### src/rtl/piso_serializer_pkg.sv
// Shared types for the serial-link blocks (this serializer and future deserializers).
// Holds the frame FSM state encoding and a counter-width helper.
package piso_serializer_pkg;

   typedef enum logic {
      IDLE  = 1'b0,
      SHIFT = 1'b1
   } ser_state_t;

   // Frame-position counter width; never narrower than one bit.
   function automatic int cnt_width(input int w);
      return (w > 1) ? $clog2(w) : 1;
   endfunction

endpackage

### src/rtl/piso_serializer_if.sv
// Load/shift interface of the serializer: producer (master) side and serializer (slave) side.
// Handshake: a word on d transfers at a clock edge where load_valid and load_ready are both high.
interface piso_serializer_if
   import piso_serializer_pkg::*;
#(
   parameter int W = 8
) ();
   localparam int CW = cnt_width(W);

   logic [W-1:0]  d;
   logic          load_valid;
   logic          load_ready;
   logic          shift_en;
   logic          ser_in;
   logic          ser_out;
   logic          busy;
   logic [CW-1:0] bit_idx;
   logic          done;
   ser_state_t    state;

   modport master (
      output d, load_valid, shift_en, ser_in,
      input  load_ready, ser_out, busy, bit_idx, done, state
   );

   modport slave (
      input  d, load_valid, shift_en, ser_in,
      output load_ready, ser_out, busy, bit_idx, done, state
   );
endinterface

### src/rtl/piso_serializer.sv
// Parallel-in/serial-out frame serializer: captures a W-bit word on the load handshake,
// then emits one bit per shift_en strobe (LSB- or MSB-first) and pulses done after the last.
module piso_serializer
   import piso_serializer_pkg::*;
#(
   parameter int   W          = 8,
   parameter int   MSB_FIRST  = 0,
   parameter logic IDLE_LEVEL = 1'b0
) (
   input  logic               clk,
   input  logic               reset,
   piso_serializer_if.slave   bus
);
   localparam int            CW   = cnt_width(W);
   localparam logic [CW-1:0] LAST = CW'(W - 1);

   ser_state_t    state_q;
   logic [W-1:0]  q_q;
   logic [W-1:0]  shift_d;
   logic [CW-1:0] cnt_q;
   logic          done_q;

   // Fill bits enter the vacated end; they only become visible downstream via chaining.
   assign shift_d = (MSB_FIRST != 0) ? {q_q[W-2:0], bus.ser_in}
                                     : {bus.ser_in, q_q[W-1:1]};

   always_ff @(posedge clk or posedge reset) begin
      if (reset) begin
         state_q <= IDLE;
         q_q     <= '0;
         cnt_q   <= '0;
         done_q  <= 1'b0;
      end else begin
         done_q <= 1'b0;
         unique case (state_q)
            IDLE: begin
               if (bus.load_valid) begin
                  q_q     <= bus.d;
                  cnt_q   <= '0;
                  state_q <= SHIFT;
               end
            end
            SHIFT: begin
               if (bus.shift_en) begin
                  q_q <= shift_d;
                  if (cnt_q == LAST) begin
                     state_q <= IDLE;
                     cnt_q   <= '0;
                     done_q  <= 1'b1;
                  end else begin
                     cnt_q <= cnt_q + CW'(1);
                  end
               end
            end
            default: state_q <= IDLE;
         endcase
      end
   end

   assign bus.load_ready = (state_q == IDLE);
   assign bus.busy       = (state_q == SHIFT);
   assign bus.bit_idx    = cnt_q;
   assign bus.done       = done_q;
   assign bus.state      = state_q;
   assign bus.ser_out    = (state_q == SHIFT) ? ((MSB_FIRST != 0) ? q_q[W-1] : q_q[0])
                                              : IDLE_LEVEL;

endmodule

### src/flat_wrapper.sv
// flat-port wrapper written by rule: the top's interface ports become plain ports
module piso_serializer_flat import piso_serializer_pkg::*;
#(
   parameter int   W          = 8,
   parameter int   MSB_FIRST  = 0,
   parameter logic IDLE_LEVEL = 1'b0
)
  (clk, reset, bus_d, bus_load_valid, bus_shift_en, bus_ser_in, bus_load_ready, bus_ser_out, bus_busy, bus_bit_idx, bus_done, bus_state);
  piso_serializer_if #(.W(W)) bus_i ();
  input  logic clk;
  input  logic reset;
  input wire logic [$bits(bus_i.d)-1:0] bus_d;
  input wire logic [$bits(bus_i.load_valid)-1:0] bus_load_valid;
  input wire logic [$bits(bus_i.shift_en)-1:0] bus_shift_en;
  input wire logic [$bits(bus_i.ser_in)-1:0] bus_ser_in;
  output wire logic [$bits(bus_i.load_ready)-1:0] bus_load_ready;
  output wire logic [$bits(bus_i.ser_out)-1:0] bus_ser_out;
  output wire logic [$bits(bus_i.busy)-1:0] bus_busy;
  output wire logic [$bits(bus_i.bit_idx)-1:0] bus_bit_idx;
  output wire logic [$bits(bus_i.done)-1:0] bus_done;
  output wire logic [$bits(bus_i.state)-1:0] bus_state;
  assign bus_i.d = bus_d;
  assign bus_i.load_valid = bus_load_valid;
  assign bus_i.shift_en = bus_shift_en;
  assign bus_i.ser_in = bus_ser_in;
  assign bus_load_ready = bus_i.load_ready;
  assign bus_ser_out = bus_i.ser_out;
  assign bus_busy = bus_i.busy;
  assign bus_bit_idx = bus_i.bit_idx;
  assign bus_done = bus_i.done;
  assign bus_state = bus_i.state;
  piso_serializer #(.W(W), .MSB_FIRST(MSB_FIRST), .IDLE_LEVEL(IDLE_LEVEL)) u_core (.clk(clk), .reset(reset), .bus(bus_i));
endmodule
### config.mk
export PLATFORM = sky130hd
export DESIGN_NAME = piso_serializer_flat
export DESIGN_NICKNAME = d
export VERILOG_FILES = /design/src/rtl/piso_serializer_pkg.sv /design/src/rtl/piso_serializer_if.sv /design/src/rtl/piso_serializer.sv /design/src/flat_wrapper.sv
export SDC_FILE = /design/constraint.sdc
export NUM_CORES = 1
export LEC_CHECK = 0
export ABC_AREA = 1
export BUFFER_PORTS_ARGS = -buffer_cell sky130_fd_sc_hd__buf_2
export CORE_UTILIZATION = 40
export DETAILED_ROUTE_END_ITERATION = 8
export MAX_ROUTING_LAYER = met4
export PLACE_DENSITY = 0.72
export SETUP_SLACK_MARGIN = 0.1
export SLEW_MARGIN = 0
export SYNTH_ARGS = -nofsm -noshare
export SYNTH_HDL_FRONTEND = slang
export SYNTH_SLANG_ARGS = --single-unit
export TNS_END_PERCENT = 30
### constraint.sdc
create_clock -name clk -period 1.5 [get_ports clk]
set_input_delay 0.15 -clock clk [delete_from_list [all_inputs] [get_ports clk]]
set_output_delay 0.15 -clock clk [all_outputs]
set_load 0.05 [all_outputs]
======== Word-level counts from Yosys, hierarchy flattened ========
Cells that the tools add are included.
storage, ports and cells
  bits in registers ....................... 13
  bits of input ports ..................... 13
  output and inout bits ................... 8
  word-level logic and storage cells ...... 25
operators by class
  add/sub/neg operators ................... 1
  equal/unequal tests ..................... 3
  mux-type cells .......................... 15
  bitwise gates (word level) .............. 1
  reductions and logical operators ........ 1
operator list
  kind                                                           number
  8-bit 2-to-1 mux                                               2
  8-bit case mux with 2 select lines                             1
  3-bit 2-to-1 mux                                               3
  1-bit 2-to-1 mux                                               7
  3-bit case mux with 2 select lines                             1
  2-bit != test, second input constant                           2
  3-bit by 1-bit adder with 3-bit output, second input constant  1
  3-bit equality test, second input constant                     1
  1-bit case mux with 2 select lines                             1
  2-bit AND reduction                                            1
  1-bit NOT                                                      1

======== Depth between registers and ports, before layout ========
Gate-level depths: netlist (run 1).
  depth after elaboration ................. 4
  depth in mapped cells ................... 7

======== Worst setup path before layout (run 1) ========
No wires, ideal clock.
  path type ............................... reg2out
  start ................................... register u_core.state_q, in the netlist u_core.bus.busy
  end ..................................... output bus_ser_out
  arrival time ............................ 1288 ps
  slack ................................... 62 ps
  stages on the path, launching flop included .. 4
  path through ............................ dfrtp_1 -> buf_4 -> nand2_1 -> inv_1
on the way
  word-level cells in the longest chain between the ends .. 1
RTL lines
  element                 line                   source
  from (decl)             piso_serializer.sv:17  ser_state_t state_q;
  from (signal assigned)  piso_serializer.sv:29  state_q <= IDLE;
  from (signal assigned)  piso_serializer.sv:40  state_q <= SHIFT;
  from (signal assigned)  piso_serializer.sv:47  state_q <= IDLE;
  1-bit 2-to-1 mux        piso_serializer.sv:65  assign bus.ser_out = (state_q == SHIFT) ? ((MSB_FIRST != 0) ? q_q[W-1] : q_q[0])
  to (decl)               flat_wrapper.sv:17     output wire logic [$bits(bus_i.ser_out)-1:0] bus_ser_out;
No other way between the ends.

======== Worst setup path after layout (run 1) ========
Same ends and word-level chain as after synthesis.

==> results of run 1 <==
cell type report:
type | count | share of cell area, %
repair buffers | 24 | 16.89
inverters | 5 | 2.222
flip-flops and latches | 13 | 38.67
well taps | 16 | 2.370
clock buffers | 4 | 3.111
multi-input cells | 70 | 36.74
how the worst min path moves through the flow:
stage,slack (ns),end,cells after the start,from
final,0.13,u_core.bus.done$_DFF_PP0_,3,bus_shift_en
after floorplan,0.03,u_core.bus.bit_idx[0]$_DFFE_PP0P_,1,reset
after detailed placement,0.20,u_core.q_q[0]$_DFFE_PP0P_,2,reset
after global routing,0.13,u_core.bus.done$_DFF_PP0_,3,bus_shift_en
after CTS,0.13,u_core.bus.done$_DFF_PP0_,3,bus_shift_en
after global placement,0.19,u_core.q_q[0]$_DFFE_PP0P_,2,reset
power breakdown:
| group | internal [uW] | leakage [uW] | total [uW] | switching [uW] |
|---|---|---|---|---|
| Combinational | 285 | 0.000343 | 898 | 613 |
| Sequential | 501 | 0.000163 | 608 | 107 |
| Clock | 103 | 0.0000150 | 212 | 109 |
| Total | 889 | 0.000521 | 1720 | 830 |
per-stage QoR:
step	instance area (um^2)	utilization [%]	instances	power, uW	worst slack, ns
finish	844.6	54.17	132	1718	0.1637
global route	844.6	54.17	132	1858	0.09421
CTS	822.0	52.73	130	1694	0.08618
detailed placement	783.3	50.24	125	1471	0.2049
global placement	783.3	50.24	125	1463	0.2503
floorplan	693.2	-	93	1312	0.1266
timing repair:
item | in CTS | in global routing
hold buffers | 1 | 0
hold endpoints to repair | 13 | 0
buffers inserted | 0 | 2
resized for setup | 1 | 1
endpoints found under the setup margin | 2 | 11
synth_stat cells, drive strengths merged:
| cell type | count | share of area, % |
|---|---|---|
| nand3 | 12 | 8.7 |
| dfrtp | 13 | 47 |
| ha | 3 | 5.4 |
| buf | 5 | 5.4 |
| o21ai | 1 | 0.72 |
| nor2 | 2 | 1.1 |
| inv | 5 | 2.7 |
| nand2 | 52 | 29 |
worst min-delay path, cell delays in order:
cell,delay (ns)
buf_2,0.11
nand2_1,0.07
nor2_1,0.04
metal layers:
layer	track usage [%]	wire [um]
met2	21.19	635
met5	-	0
met1	22.07	633
met4	7.500	10
met3	5.417	94
kinds of logic (layout without fill, tap and decap cells):
logic type,after synthesis,count (layout),synth area share [%]
flops,13,13,47.02
compound gates,1,1,0.7226
buf+inv,10,33,8.137
fa+ha+maj,3,3,5.426
simple gates,66,66,38.70
flip-flops by register name (all words and copies together), names as in the netlist:
register	count
u_core.bus.done	1
u_core.q_q	8
u_core.bus.bit_idx	3
u_core.bus.busy	1
==> metrics.txt, run 1 <==
fin. max-slew vios=0; initial DRC count=21; CTS tree=yes; RSZ-0062 raised after global routing=false; R2R Setup Slk=0.23 ns; final wirelength=1.375 mm; post-synthesis cell count=93; CP required=1.35 ns; WS Path Type=flip-flop to output pin; yosys warns=0; Max Fanout on Critical Path=6; Die Span Y=43.59 um; first-pass GRT wire length=2.152 mm; share of cells above drive strength 1=25.00%; Avg WL per Cell=10.42 um; final hold vios=0; total gr overflow=0; crit path DAT=1.19 ns; total CTS buffers=3; post-DP HPWL=963 um; Critical path destination=bus_ser_out; Clock Skew=0.004669 ns; clk slew on worst S/H paths=0.08 ns; synthesized cell area=691.9 um^2; TritonCTS Sinks=13; DIE AREA=1900 um^2; commonest non-fill, non-tap cells in the layout=nand2_1 (50), buf_2 (18), nand3_1 (12), dfrtp_1 (12); First-pass DRT Iterations=4; All-Layer GR Usage=16.11%; Rows=14; CP Capture Type=output pin; Worst-Skew Late Latency=0.27 ns; vias in the first global route=500; area of the multi-input gates=310.3 um^2; crit path from=u_core.bus.busy$_DFF_PP0_; CP delay by family, top=flip-flops; Clock Root Buffer=clkbuf_4; post-route ant nets=0; Fin Hold WS=0.1297 ns; Final setup viols=0; port bufs=20; register area=326.6 um^2; # IOs=21; R2R Path End=u_core.q_q[1]$_DFFE_PP0P_; launch point of the worst reg-to-reg path=u_core.bus.busy$_DFF_PP0_; Max-cap violations=0; status=finished clean; most common cell after layout, fill and taps aside=nand2_1; post-synthesis register bit count=13; peak supply drop=0.8827 mV; leak pwr=0.0005214 uW; min cycle time layout=1.336 ns; reg2reg path depth=5; largest stage delay on the critical path=0.46 ns; class of the worst hold path=input pin to flip-flop; # DRC=0; FILL cells=147; Final #Nets=133; Setup TNS=0 ns; largest net degree at the start of global routing=14; Via density=4.758; via count=628; Placer Congestion=0.8965; Final period util=89.09%; sequential area share after synthesis=47.02%; Worst path slowest cell=dfrtp_2; post-synth cell types=10; Ant. Diodes=0; die width=43.59 um; Max Clock Freq=748.3 MHz; Buf+Inv Stages, Crit Path=3; Longest Clk Path Bufs=2; Pwr Density=2034 nW/um^2; Core ar.=1559 um^2; Synth Net Count=109; H-tree depth=1; Worst setup SP type=flip-flop; Area Overhead vs Synth=22.06%; Initial Util=44.38%; critical path cell sequence=buf_4 -> nand2_1 -> inv_1 -> clkbuf_4; initial antenna violation count=0; Rel. slew slack=67.13%; worst slew pin tran=0.4925 ns; Syn Area/Cell=7.440 um^2; stages on the worst setup path=4
Note: power is estimated with default switching activity, not from simulation.
==> run 2: changes to the inputs <==
--- a/config.mk
+++ b/config.mk
@@ -10,8 +10,8 @@
 export CORE_UTILIZATION = 40
 export DETAILED_ROUTE_END_ITERATION = 8
 export MAX_ROUTING_LAYER = met4
-export PLACE_DENSITY = 0.72
 export SETUP_SLACK_MARGIN = 0.1
+export SKIP_CTS_REPAIR_TIMING = 1
 export SLEW_MARGIN = 0
 export SYNTH_ARGS = -nofsm -noshare
 export SYNTH_HDL_FRONTEND = slang
==> run 2 against run 1 <==
  * Final area down 2.1%
  * Wire length rose by 3.0%
  * Sequential share of layout area up 0.82 points
  * Critical path type unchanged
  * Fmax up 1.7%
  * Clock power is essentially flat
  * Final cell count fell by 0.76%
  * The flow now finishes with violations (design-rule violations)
  * First-iteration DRC count is 43% lower
  * Sequential cell count stayed put
  * Worst hold slack improved by 0.0090 ns
  * Critical path depth down 2
  * Global-route usage grew 0.94 points
==> metrics.txt, run 2 (same netlist as run 1, synthesis figures left out) <==
Rel. slew slack=66.72% (-0.41 points); H-tree depth=1 (unchanged); CTS tree=yes; Max Fanout on Critical Path=9 (+3); final instance area=827.0 um^2 (-2.1%); All-Layer GR Usage=17.06% (+0.94 points); min cycle time layout=1.314 ns (-0.02193 ns); reg2reg path depth=4 (-1); Setup TNS=0 ns (unchanged); port bufs=20 (unchanged); max reg flops=8 (unchanged); # DRC=2 (+2); TritonCTS Sinks=13 (unchanged); register area=326.6 um^2 (unchanged); CP delay by family, top=flip-flops; Ant. Diodes=0 (unchanged); WS Path Type=flip-flop to output pin; critical path cell sequence=inv_2 -> buf_2; Core ar.=1559 um^2 (unchanged); share of cells above drive strength 1=25.22% (+0.22 points); launch point of the worst reg-to-reg path=u_core.bus.busy$_DFF_PP0_; # IOs=21 (unchanged); crit path from=u_core.bus.busy$_DFF_PP0_; Worst setup SP type=flip-flop; Util after Layout=53.05% (-1.1 points); clk slew on worst S/H paths=0.08 ns (about the same); Reg with most FFs=u_core.q_q; DIE AREA=1900 um^2 (unchanged); fin. max-slew vios=0 (unchanged); peak supply drop=1.094 mV (+24%); Min-Delay Startpoint=bus_shift_en; area of the multi-input gates=310.3 um^2 (unchanged); Worst-Skew Late Latency=0.27 ns (about the same); largest net degree at the start of global routing=14 (unchanged); most common cell after layout, fill and taps aside=nand2_1; total CTS buffers=3 (unchanged); Rows=14 (unchanged); Final Power=1693 uW (-1.5%); Fin Hold WS=0.1388 ns (+0.009021 ns); Final period util=87.63% (-1.5 points); Worst path slowest cell=dfrtp_2; post-DP HPWL=1.040 mm (+8.0%); Clock Skew=0.004212 ns (-0.0004567 ns); Longest Clk Path Bufs=2 (unchanged); class of the worst hold path=input pin to flip-flop; initial DRC count=12 (-43%); Die Span Y=43.59 um (unchanged); Placer Congestion=0.7557 (-16%); first-pass GRT wire length=2.339 mm (+8.7%); CP required=1.35 ns (about the same); largest stage delay on the critical path=0.47 ns (about the same); Max-cap violations=0 (unchanged); Final #Nets=132 (-0.75%); hold path depth=3 (unchanged); Avg WL per Cell=10.81 um (+3.8%); total gr overflow=0 (unchanged); Buf+Inv Stages, Crit Path=2 (-1); Placed Area=790.8 um^2 (+0.96%); crit path DAT=1.16 ns (-0.03 ns); CP Capture Type=output pin; Pwr Density=2047 nW/um^2 (+0.61%); Max Clock Freq=760.8 MHz (+1.7%); leak pwr=0.0005155 uW (-1.1%); Initial Util=44.38% (unchanged); Clock Root Buffer=clkbuf_4; vias in the first global route=552 (+10%); RSZ-0062 raised after global routing=false; commonest non-fill, non-tap cells in the layout=nand2_1 (50), buf_2 (20), nand3_1 (12), dfrtp_1 (12), inv_1 (4); stages on the worst setup path=2 (-2); post-route ant nets=0 (unchanged); worst slew pin tran=0.4986 ns (+0.006184 ns); Final setup viols=0 (unchanged); status=finished, violations left; Via density=4.718 (-0.84%); final hold vios=0 (unchanged); Area Overhead vs Synth=19.53%; First-pass DRT Iterations=6 (+2); die width=43.59 um (unchanged); initial antenna violation count=0 (unchanged); final wirelength=1.416 mm (+3.0%); via count=618 (-1.6%); FILL cells=173 (+18%); violated checks=design-rule violations
run 2: cell types whose count changed in the layout (fill, tap and decap cells not counted):
| cell | before | now |
|---|---|---|
| buf_2 | 18 | 20 |
| buf_4 | 3 | 2 |
| clkbuf_4 | 4 | 3 |
| dlymetal6s2s_1 | 1 | 0 |
run 2: path summary, 6_finish.rpt:
path / endpoint / slack, ns
min reg2reg: u_core.q_q[4]$_DFFE_PP0P_ / 0.51
max reg2reg: u_core.bus.bit_idx[0]$_DFFE_PP0P_ / 0.20
max in group asynchronous: u_core.bus.busy$_DFF_PP0_ / 0.69
max: bus_load_ready / 0.19
min in group asynchronous: u_core.q_q[3]$_DFFE_PP0P_ / 0.44
min: u_core.bus.done$_DFF_PP0_ / 0.14
run 2: worst reg2reg max path, delay by kind of cell (launching register included):
kind	cells	cell delay, ns
simple gates	4	0.72
flops	1	0.47
run 2: report_power, final:
part           switching (uW)  leakage (uW)  internal (uW)
registers                 108      0.000163            501
logic                     614      0.000337            260
clock network             108     0.0000150            103
total                     829      0.000516            864
run 2: metal layers:
layer,up-vias,part of all wire [%],global-route usage [%]
li1,329,-,-
met1,272,49,23.22
met2,15,46,25.97
met3,2,4.0,2.500
met4,0,0.42,5.625
met5,-,0,-
run 2: through the flow:
stage	setup slack, ns	std cells
floorplan	0.1266	93
global placement	0.2278	126
detailed placement	0.2077	126
CTS	0.1774	130
global route	0.1059	131
finish	0.1856	131
run 2: final cells by class:
cell class | count | share of cell area, %
inverter | 5 | 2.269
multi-input combinational | 70 | 37.52
tap | 16 | 2.421
timing repair buffer | 23 | 15.13
clock buffer | 4 | 3.177
sequential | 13 | 39.49
==> run 3: changes to the inputs <==
--- a/config.mk
+++ b/config.mk
@@ -5,7 +5,7 @@
 export SDC_FILE = /design/constraint.sdc
 export NUM_CORES = 1
 export LEC_CHECK = 0
-export ABC_AREA = 1
+export ABC_AREA = 0
 export BUFFER_PORTS_ARGS = -buffer_cell sky130_fd_sc_hd__buf_2
 export CORE_UTILIZATION = 40
 export DETAILED_ROUTE_END_ITERATION = 8
==> run 3 against run 2 <==
  * Fmax is 2.7% lower
  * Via count down 20%
  * Synthesized area fell by 0.54%
  * Worst setup slack got worse by 0.036 ns
  * Non-clock buffer count rose by 2
  * Final cell count is 26% lower
  * Die area decreased by 0.53%
  * Final area increased by 2.0%
  * Largest power group unchanged
  * The flow still finishes with violations (design-rule violations)
  * Wire length shrank 15%
  * Utilization increased by 1.0 points
==> metrics.txt, run 3 <==
Ant. Diodes=0 (unchanged); RSZ-0062 raised after global routing=false; All-Layer GR Usage=14.43% (-2.6 points); Rows=14 (unchanged); synth cell count leaders=dfrtp_1 (13), mux2i_1 (11), inv_1 (5); Pwr Density=1852 nW/um^2 (-9.5%); largest net degree at the start of global routing=19 (+5); vias in the first global route=435 (-21%); DIE AREA=1890 um^2 (-0.53%); top-area cell type share of the netlist area=47.27% (+0.26 points); yosys warns=0 (unchanged); Reg with most FFs=u_core.q_q; crit path DAT=1.52 ns (+0.36 ns); Syn Area/Cell=12.29 um^2 (+65%); peak supply drop=0.8707 mV (-20%); most common cell in the synthesized netlist=dfrtp_1; total CTS buffers=3 (unchanged); crit path from=u_core.bus.busy$_DFF_PP0_; leak pwr=0.0004451 uW (-14%); post-synth cell types=19 (+9); total gr overflow=0 (unchanged); die width=43.48 um (-0.26%); met3 wire length=46 um (-19%); Clock Power Share=14.3% (+1.9 points); Met1 Routed Length=561 um (-19%); initial DRC count=7 (-5); CP Capture Type=flip-flop; via count=494 (-20%); sequential power share=40.1% (+4.2 points); class of the worst hold path=input pin to flip-flop; Avg WL per Cell=12.38 um (+15%); sequential area share after synthesis=47.27% (+0.26 points); Logic pwr share=45.6% (-6.0 points); met2 layer wire length in the routed design=556 um (-15%); Final period util=90.03% (+2.4 points); post-DP HPWL=858.3 um (-17%); First-pass DRT Iterations=6 (unchanged); Critical path destination=u_core.q_q[2]$_DFFE_PP0P_; fin. max-slew vios=0 (unchanged); worst slew pin tran=0.4923 ns (-0.006341 ns); Via density=5.093 (+8.0%); Area Overhead vs Synth=22.55%; Die Span Y=43.48 um (-0.26%); violated checks=design-rule violations; Clock Root Buffer=clkbuf_4; final hold vios=0 (unchanged); Max Clock Freq=740.5 MHz (-2.7%); Core ar.=1559 um^2 (unchanged); uppermost layer routed=met4; min cycle time layout=1.350 ns (+0.03604 ns); Max-cap violations=0 (unchanged); Worst-Skew Late Latency=0.28 ns (about the same); Final Power=1562 uW (-7.7%); Final setup viols=0 (unchanged); Max Fanout on Critical Path=15 (+6); Clock Skew=0.002094 ns (-0.002118 ns); share of cells above drive strength 1=38.27% (+13 points); Sw Pwr=680.9 uW (-18%); # DRC=1 (-1); launch point of the worst reg-to-reg path=u_core.bus.busy$_DFF_PP0_; port bufs=20 (unchanged); H-tree depth=1 (unchanged); status=finished, violations left; commonest non-fill, non-tap cells in the layout=buf_2 (20), mux2i_1 (11), dfrtp_1 (10); post-synthesis register bit count=13 (unchanged); Util after Layout=54.09% (+1.0 points); Worst setup SP type=flip-flop; Longest Clk Path Bufs=2 (unchanged); synthesized cell area=688.2 um^2 (-0.54%); CP required=1.67 ns (+0.32 ns); WS Path Type=flip-flop to flip-flop; max reg flops=8 (unchanged); initial antenna violation count=0 (unchanged); post-route ant nets=0 (unchanged); most common cell after layout, fill and taps aside=buf_2; # IOs=21 (unchanged); CTS tree=yes; TritonCTS Sinks=13 (unchanged); R2R Setup Slk=0.15 ns (-0.05 ns); Final #Nets=98 (-26%); reg2reg path depth=3 (-1); first-pass GRT wire length=1.883 mm (-19%); Initial Util=44.14% (-0.24 points); Post-synth ARST share=100.0% (unchanged); clk slew on worst S/H paths=0.08 ns (about the same); Pint=881.2 uW (+2.0%); largest cells by area after synthesis=dfrtp_1 (47%), mux2i_1 (16%), o221a_1 (6.5%); cell taking the most area after synthesis=dfrtp_1; Net Sw Frac=43.59% (-5.4 points); post-synthesis cell count=56 (-40%); Setup TNS=0 ns (unchanged); Top FF cell, synth=dfrtp_1; Synth Net Count=72 (-34%); Placer Congestion=0.6945 (-8.1%); R2R Path End=u_core.q_q[2]$_DFFE_PP0P_; number of flops mapped to enable cells by yosys=0 (unchanged); Rel. slew slack=67.14% (+0.42 points); final wirelength=1.201 mm (-15%)
-- run 3: per-layer routing --
metal,global-route usage [%],up-vias
met5,-,-
met3,3.750,4
met1,16.89,226
met2,21.82,12
li1,-,252
met4,9.375,0
-- run 3: worst max-delay path: stages (launching register included) --
cell     delay, ns
dfrtp_2       0.50
buf_4         0.17
mux2_4        0.33
o221a_1       0.25
-- run 3: area by class of cell --
cell class / count / area (um^2)
inverters: 5 / 18.77
well taps: 16 / 20.02
repair buffers: 25 / 140.1
clock buffers: 4 / 26.28
fillers: 149 / 715.7
flip-flops and latches: 13 / 329.1
multi-input cells: 34 / 309.0
-- run 3: per-stage QoR --
| step | instances | cell area [um^2] | hold WS, ns | worst slack [ns] |
|---|---|---|---|---|
| after floorplan | 56 | 691.9 | 0.02676 | 0.09014 |
| after CTS | 92 | 803.3 | -0.09489 | 0.08751 |
| after global placement | 88 | 777.0 | 0.1985 | 0.2380 |
| after global routing | 97 | 843.3 | 0.1344 | 0.1129 |
| final | 97 | 843.3 | 0.1470 | 0.1496 |
| after detailed placement | 88 | 777.0 | 0.2097 | 0.2212 |
-- run 3: worst min-delay path by stage --
stage / startpoint / endpoint / slack (ns) / cells after the start
after detailed placement: reset / u_core.q_q[1]$_DFFE_PP0P_ / 0.21 / 2
final: bus_d[4] / u_core.q_q[4]$_DFFE_PP0P_ / 0.15 / 3
after global routing: bus_d[4] / u_core.q_q[4]$_DFFE_PP0P_ / 0.13 / 3
after global placement: reset / u_core.q_q[0]$_DFFE_PP0P_ / 0.20 / 2
after floorplan: reset / u_core.bus.bit_idx[2]$_DFFE_PP0P_ / 0.03 / 1
after CTS: reset / u_core.q_q[1]$_DFFE_PP0P_ / -0.09 / 2
-- run 3: power groups by stage --
stage	sequential (uW)	combinational, uW	clock [uW]
after global routing	639	770	247
final	627	712	223
after global placement	642	668	0
after detailed placement	644	674	0
after floorplan	765	410	0
after CTS	636	679	232
-- run 3: kinds of logic after synthesis --
logic type      after synthesis  synth area share, %
compound gates                7                9.819
fa+ha+maj                     3                5.455
buf+inv                       9                7.818
flops                        13                47.27
mux                          12                18.18
simple gates                 12                11.45
